===== src/rtl/barrett_param_gen.sv =====
// Per-modulus constant generator for the Barrett reducer: validates m, finds its bit length n
// and computes k = 2n, n-1, n+1, md = floor(2^k/m) with a bit-serial restoring divider, and 3m.
module barrett_param_gen #(
  parameter int unsigned NBITS       = 128,
  parameter int unsigned LOG2POLYDEG = 13
) (
  input  logic                       clk_i,
  input  logic                       rst_ni,
  input  logic                       start_i,
  input  logic [NBITS-1:0]           m_i,
  output logic                       busy_o,
  output logic                       done_o,
  output logic                       err_o,
  output logic [$clog2(NBITS)+1:0]   k_o,
  output logic [$clog2(NBITS):0]     k_shft_ah_o,
  output logic [$clog2(NBITS):0]     k_shft_ahxmd_o,
  output logic [NBITS:0]             md_o,
  output logic [NBITS+1:0]           mx3_o
);

  localparam int unsigned NW = $clog2(NBITS) + 1;
  localparam int unsigned KW = $clog2(NBITS) + 2;

  typedef enum logic [1:0] {StIdle, StNorm, StDiv, StFin} state_e;

  state_e           state_q;
  logic [NBITS-1:0] m_q;
  logic             busy_q, done_q, err_q;
  logic [KW-1:0]    k_q, cnt_q;
  logic [NW-1:0]    ah_q, ahxmd_q;
  logic [NBITS:0]   md_q, rem_q, quo_q;
  logic [NBITS+1:0] mx3_q;

  logic             bad_mod;
  logic [NW-1:0]    n_msb;
  logic [KW-1:0]    k_val;
  logic [NBITS:0]   r2, rem_next, quo_next;
  logic [NBITS+1:0] mx3_val;
  logic             ge;

  assign bad_mod = (m_i[LOG2POLYDEG:0] != (LOG2POLYDEG + 1)'(1)) || (m_i == NBITS'(1));

  always_comb begin
    n_msb = '0;
    for (int unsigned i = 0; i < NBITS; i++) begin
      if (m_q[i]) n_msb = NW'(i + 1);
    end
  end

  assign k_val   = {n_msb, 1'b0};
  assign mx3_val = {2'b00, m_q} + {1'b0, m_q, 1'b0};

  // r < m always holds, so shifting r left never loses a set bit.
  assign r2       = rem_q << 1;
  assign ge       = (r2 >= {1'b0, m_q});
  assign rem_next = ge ? (r2 - {1'b0, m_q}) : r2;
  assign quo_next = (quo_q << 1) | {{NBITS{1'b0}}, ge};

  always_ff @(posedge clk_i or negedge rst_ni) begin
    if (!rst_ni) begin
      state_q <= StIdle;
      m_q     <= '0;
      busy_q  <= 1'b0;
      done_q  <= 1'b0;
      err_q   <= 1'b0;
      k_q     <= '0;
      cnt_q   <= '0;
      ah_q    <= '0;
      ahxmd_q <= '0;
      md_q    <= '0;
      rem_q   <= '0;
      quo_q   <= '0;
      mx3_q   <= '0;
    end else begin
      case (state_q)
        StIdle: begin
          if (start_i) begin
            m_q     <= m_i;
            busy_q  <= 1'b1;
            err_q   <= bad_mod;
            state_q <= StNorm;
          end
        end
        StNorm: begin
          // A rejected modulus only passes through here so its done lands one cycle after accept.
          if (err_q) begin
            k_q     <= '0;
            ah_q    <= '0;
            ahxmd_q <= '0;
            md_q    <= '0;
            mx3_q   <= '0;
            busy_q  <= 1'b0;
            done_q  <= 1'b1;
            state_q <= StFin;
          end else begin
            k_q     <= k_val;
            ah_q    <= n_msb - NW'(1);
            ahxmd_q <= n_msb + NW'(1);
            mx3_q   <= mx3_val;
            quo_q   <= '0;
            rem_q   <= (NBITS + 1)'(1);
            cnt_q   <= k_val;
            state_q <= StDiv;
          end
        end
        StDiv: begin
          rem_q <= rem_next;
          quo_q <= quo_next;
          cnt_q <= cnt_q - KW'(1);
          if (cnt_q == KW'(1)) begin
            md_q    <= quo_next;
            busy_q  <= 1'b0;
            done_q  <= 1'b1;
            state_q <= StFin;
          end
        end
        StFin: begin
          done_q  <= 1'b0;
          state_q <= StIdle;
        end
        default: state_q <= StIdle;
      endcase
    end
  end

  assign busy_o         = busy_q;
  assign done_o         = done_q;
  assign err_o          = err_q;
  assign k_o            = k_q;
  assign k_shft_ah_o    = ah_q;
  assign k_shft_ahxmd_o = ahxmd_q;
  assign md_o           = md_q;
  assign mx3_o          = mx3_q;

endmodule


===== config.mk =====
export PLATFORM = sky130hd
export DESIGN_NAME = barrett_param_gen
export DESIGN_NICKNAME = d
export VERILOG_FILES = /design/src/rtl/barrett_param_gen.sv
export SDC_FILE = /design/constraint.sdc
export NUM_CORES = 2
export LEC_CHECK = 0
export BUFFER_PORTS_ARGS = -buffer_cell sky130_fd_sc_hd__buf_2
export CORE_AREA = 10 10 364 366
export CTS_CLUSTER_SIZE = 20
export DETAILED_ROUTE_END_ITERATION = 10
export DIE_AREA = 0 0 374 376
export PLACE_DENSITY_LB_ADDON = 0.3
export REMOVE_ABC_BUFFERS = 1
export SLEW_MARGIN = 20
export SYNTH_ARGS = -nofsm -noshare
export SYNTH_HDL_FRONTEND = slang
export SYNTH_SLANG_ARGS = --single-unit
export TNS_END_PERCENT = 100

===== constraint.sdc =====
create_clock -name clk_i -period 11.5 [get_ports clk_i]
set_input_delay 1.15 -clock clk_i [delete_from_list [all_inputs] [get_ports clk_i]]
set_output_delay 1.15 -clock clk_i [all_outputs]
set_load 0.02 [all_outputs]

==> run metrics <==
io pins=418; Synth area leaders=dfrtp_1 (39%), ha_1 (7.8%), a22o_1 (5.2%); gpl congestion=between 0.9 and 1; sequential area share after synthesis=0.391; met2 Usage GRT=0.322; Max Clk Rate=0.162 GHz; Routed WL per cell=22.2 um; dpl ws=5.33 ns; ANT nets after route=0; Power Dens Cells=106 nW/um2; Avg Cell Area, Syn=8.93 um2; crit path DAT=6.76 ns; vias in the first global route=37592; critical path endpoint category=flip-flop; Bufs on Longest Clock Path=3; Post-Synthesis Cells=4879; Tmin final=6.17 ns; DPL Wire Length=117 mm; die area=~140000 um2; post-synth cell types=between 100 and 150; area added between synthesis and finish=14.7%; share of Yosys cell area claimed by the top area cell type=0.391; Clock Skews=0.0273 ns; Crit path required time=12.09 ns; routing usage on met1=0.281; Final #Nets=5556; DRC marker count from the first detailed-route iteration=3076; fraction of layout cells with a size suffix above 1=0.151; total gr overflow=0; CTS tree=built; CTS clk-pin slew, worst paths=around 0.060 ns; Synthesis Warnings=0; # hold bufs at CTS=0; number of synthesized flops with an enable pin=0; Crit Path Class=reg -> reg; crit path max fanout=85; pins over their slew limit=0; core area=125000 um2; largest net degree at the start of global routing=156; Most Used Layer, Global Route=met2; Fin. Hold Viols=0; Via density=between 5 and 6; Clock Sinks=680; Max Cap Violations=0; clock latency on the worst-skew pair=0.68 ns; period utilisation layout=0.536; Register Area=17000 um2; drt drc=0; Synth area leader=dfrtp_1; GR Util All Layers=0.208; height of the die=376 um; Post-Synthesis Cell Area=43600 um2; Yosys reg bits=680; outcome=finished clean; top-count cell post-synth=dfrtp_1; Die X=374 um; Post CTS Setup Buffer Count=0; final WL=153 mm; ys async rst share=1.00; Cell Rows=130; Worst Max-Slew Pin Slew=1.09 ns; HP Class=reg -> reg; initial core utilization=0.348; Resized cells post-CTS=0; global-route wire length before repair=233 mm; Setup-failing EPs final=0; IO buf count=between 400 and 500; drt pass-1 iters=5; GRT met3 Usage=0.0470; Primary FF master, synth=dfrtp_1; leakage=25.1 nW; via count=38647; unrepaired setup endpoints after global routing=false; antenna violations before repair=29; setup_tns=0 ns; H-tree levels=3; CP Launch Type=flip-flop; Reg2Reg Setup Slack=roughly 5.3 ns; Peak supply drop=between 0.09 and 0.1 mV; final worst slack=5.33 ns; Fillers=12554; Multi-input gate area=24700 um2; Root Buffer=clkbuf_16; CTS Buf Count=80; Worst slew margin=0.257; Synth top cells by count=dfrtp_1 (680), nand2_1 (578), a21oi_1 (422), o21ai_0 (332), nor2_1 (293)
## cell type report
cell class	count	share of cell area
antenna	3	0.000150
clock buffer	103	0.0448
clock inverter	44	0.0137
inverter	223	0.0168
multi-input combinational	3715	0.494
sequential	680	0.341
tap	1650	0.0413
timing repair buffer	450	0.0482
## cells by family (layout without fill, tap and decap cells)
family / count (synthesis) / after routing / share of synthesized area
AND/OR/NAND/NOR: 1352 / 1352 / 0.143
buffers and inverters: 484 / 820 / 0.0442
adder cells (fa/ha/maj): 275 / 275 / 0.0793
flip-flops: 680 / 680 / 0.391
other: 1 / 4 / 0.0000861
AO/OA/AOI/OAI: 1704 / 1704 / 0.258
XOR/XNOR: 243 / 243 / 0.0489
multiplexers: 140 / 140 / 0.0359
## path summary, 6_finish.rpt
check | from | to | cells after the start
worst max-delay path | m_q[1] | rem_q[126] | 18
max in group asynchronous | rst_ni | md_o[17] | 3
worst min register to register | mx3_o[64] | mx3_o[64] | 1
min in group asynchronous | rst_ni | m_q[0] | 1
worst min-delay path | mx3_o[64] | mx3_o[64] | 1
worst max register to register | m_q[1] | rem_q[126] | 18
## power breakdown
| part | leakage, nW | internal, mW | switching (mW) |
|---|---|---|---|
| Clock | 1.41 | 1.67 | 1.14 |
| Sequential | 9.19 | 2.39 | 0 |
| Combinational | 14.5 | 0.0212 | 0.0749 |
## critical path, stage by stage, from the launching register on
cell      delay (ns)
dfrtp_1         0.47
inv_1           0.13
ha_1            0.32
nor2b_1         0.16
o31a_1          0.28
o41ai_1         0.52
o31a_1          0.32
o211a_1         0.23
o31ai_1         0.23
o21ai_1         0.22
a211oi_1        0.14
o31ai_1         0.51
o21ai_2         0.16
a41oi_4         0.35
buf_4           0.41
buf_4           0.73
and2_0          0.66
a22oi_1         0.13
o21ai_1         0.11
## layout by cell type, fill, tap and decap left out, drive strengths merged, types with 19 or more instances in the layout
cell type  count
nor2         293
a31oi         40
xnor2        147
o21ai        450
nand4         68
a211oi        33
a22o         260
clkinv        24
nor2b         40
o21a          32
nand3         76
ha           273
inv          226
a21o         158
o211ai        27
buf          450
o31ai         28
a32oi         19
nor4          73
nand2        578
nor3          66
a21oi        426
nand2b        41
o21bai        64
dfrtp        680
and3          35
clkbuf       103
xor2          96
mux2         130
## metrics by stage
stage | power, mW | util | instance area, um2 | cells | hold WS (ns)
3_3_place_gp | 2.54 | 0.376 | 47000 | 6717 | 0.456
3_5_place_dp | 2.54 | 0.376 | 47000 | 6717 | 0.464
5_1_grt | 5.47 | 0.399 | 50000 | 6866 | 0.489
4_1_cts | 5.37 | 0.399 | 49900 | 6864 | 0.476
2_1_floorplan | 2.44 | - | 42500 | 4618 | 0.466
6_report | 5.29 | 0.399 | 50000 | 6868 | 0.469
## sequential cells by signal, indices dropped and copies added, names as in the netlist
name            count
done_o              1
busy_o              1
quo_q             128
rem_q             128
err_o               1
k_shft_ah_o         8
k_shft_ahxmd_o      7
k_o                 8
state_q             2
cnt_q               9
m_q               128
md_o              129
mx3_o             130
## per-layer routing
layer  routed length, um  part of all wire
met5                 160            0.0010
met1               68400              0.45
met2               67200              0.44
met3               11000             0.072
met4                5910             0.039
Power figures use the tool's default switching activity.
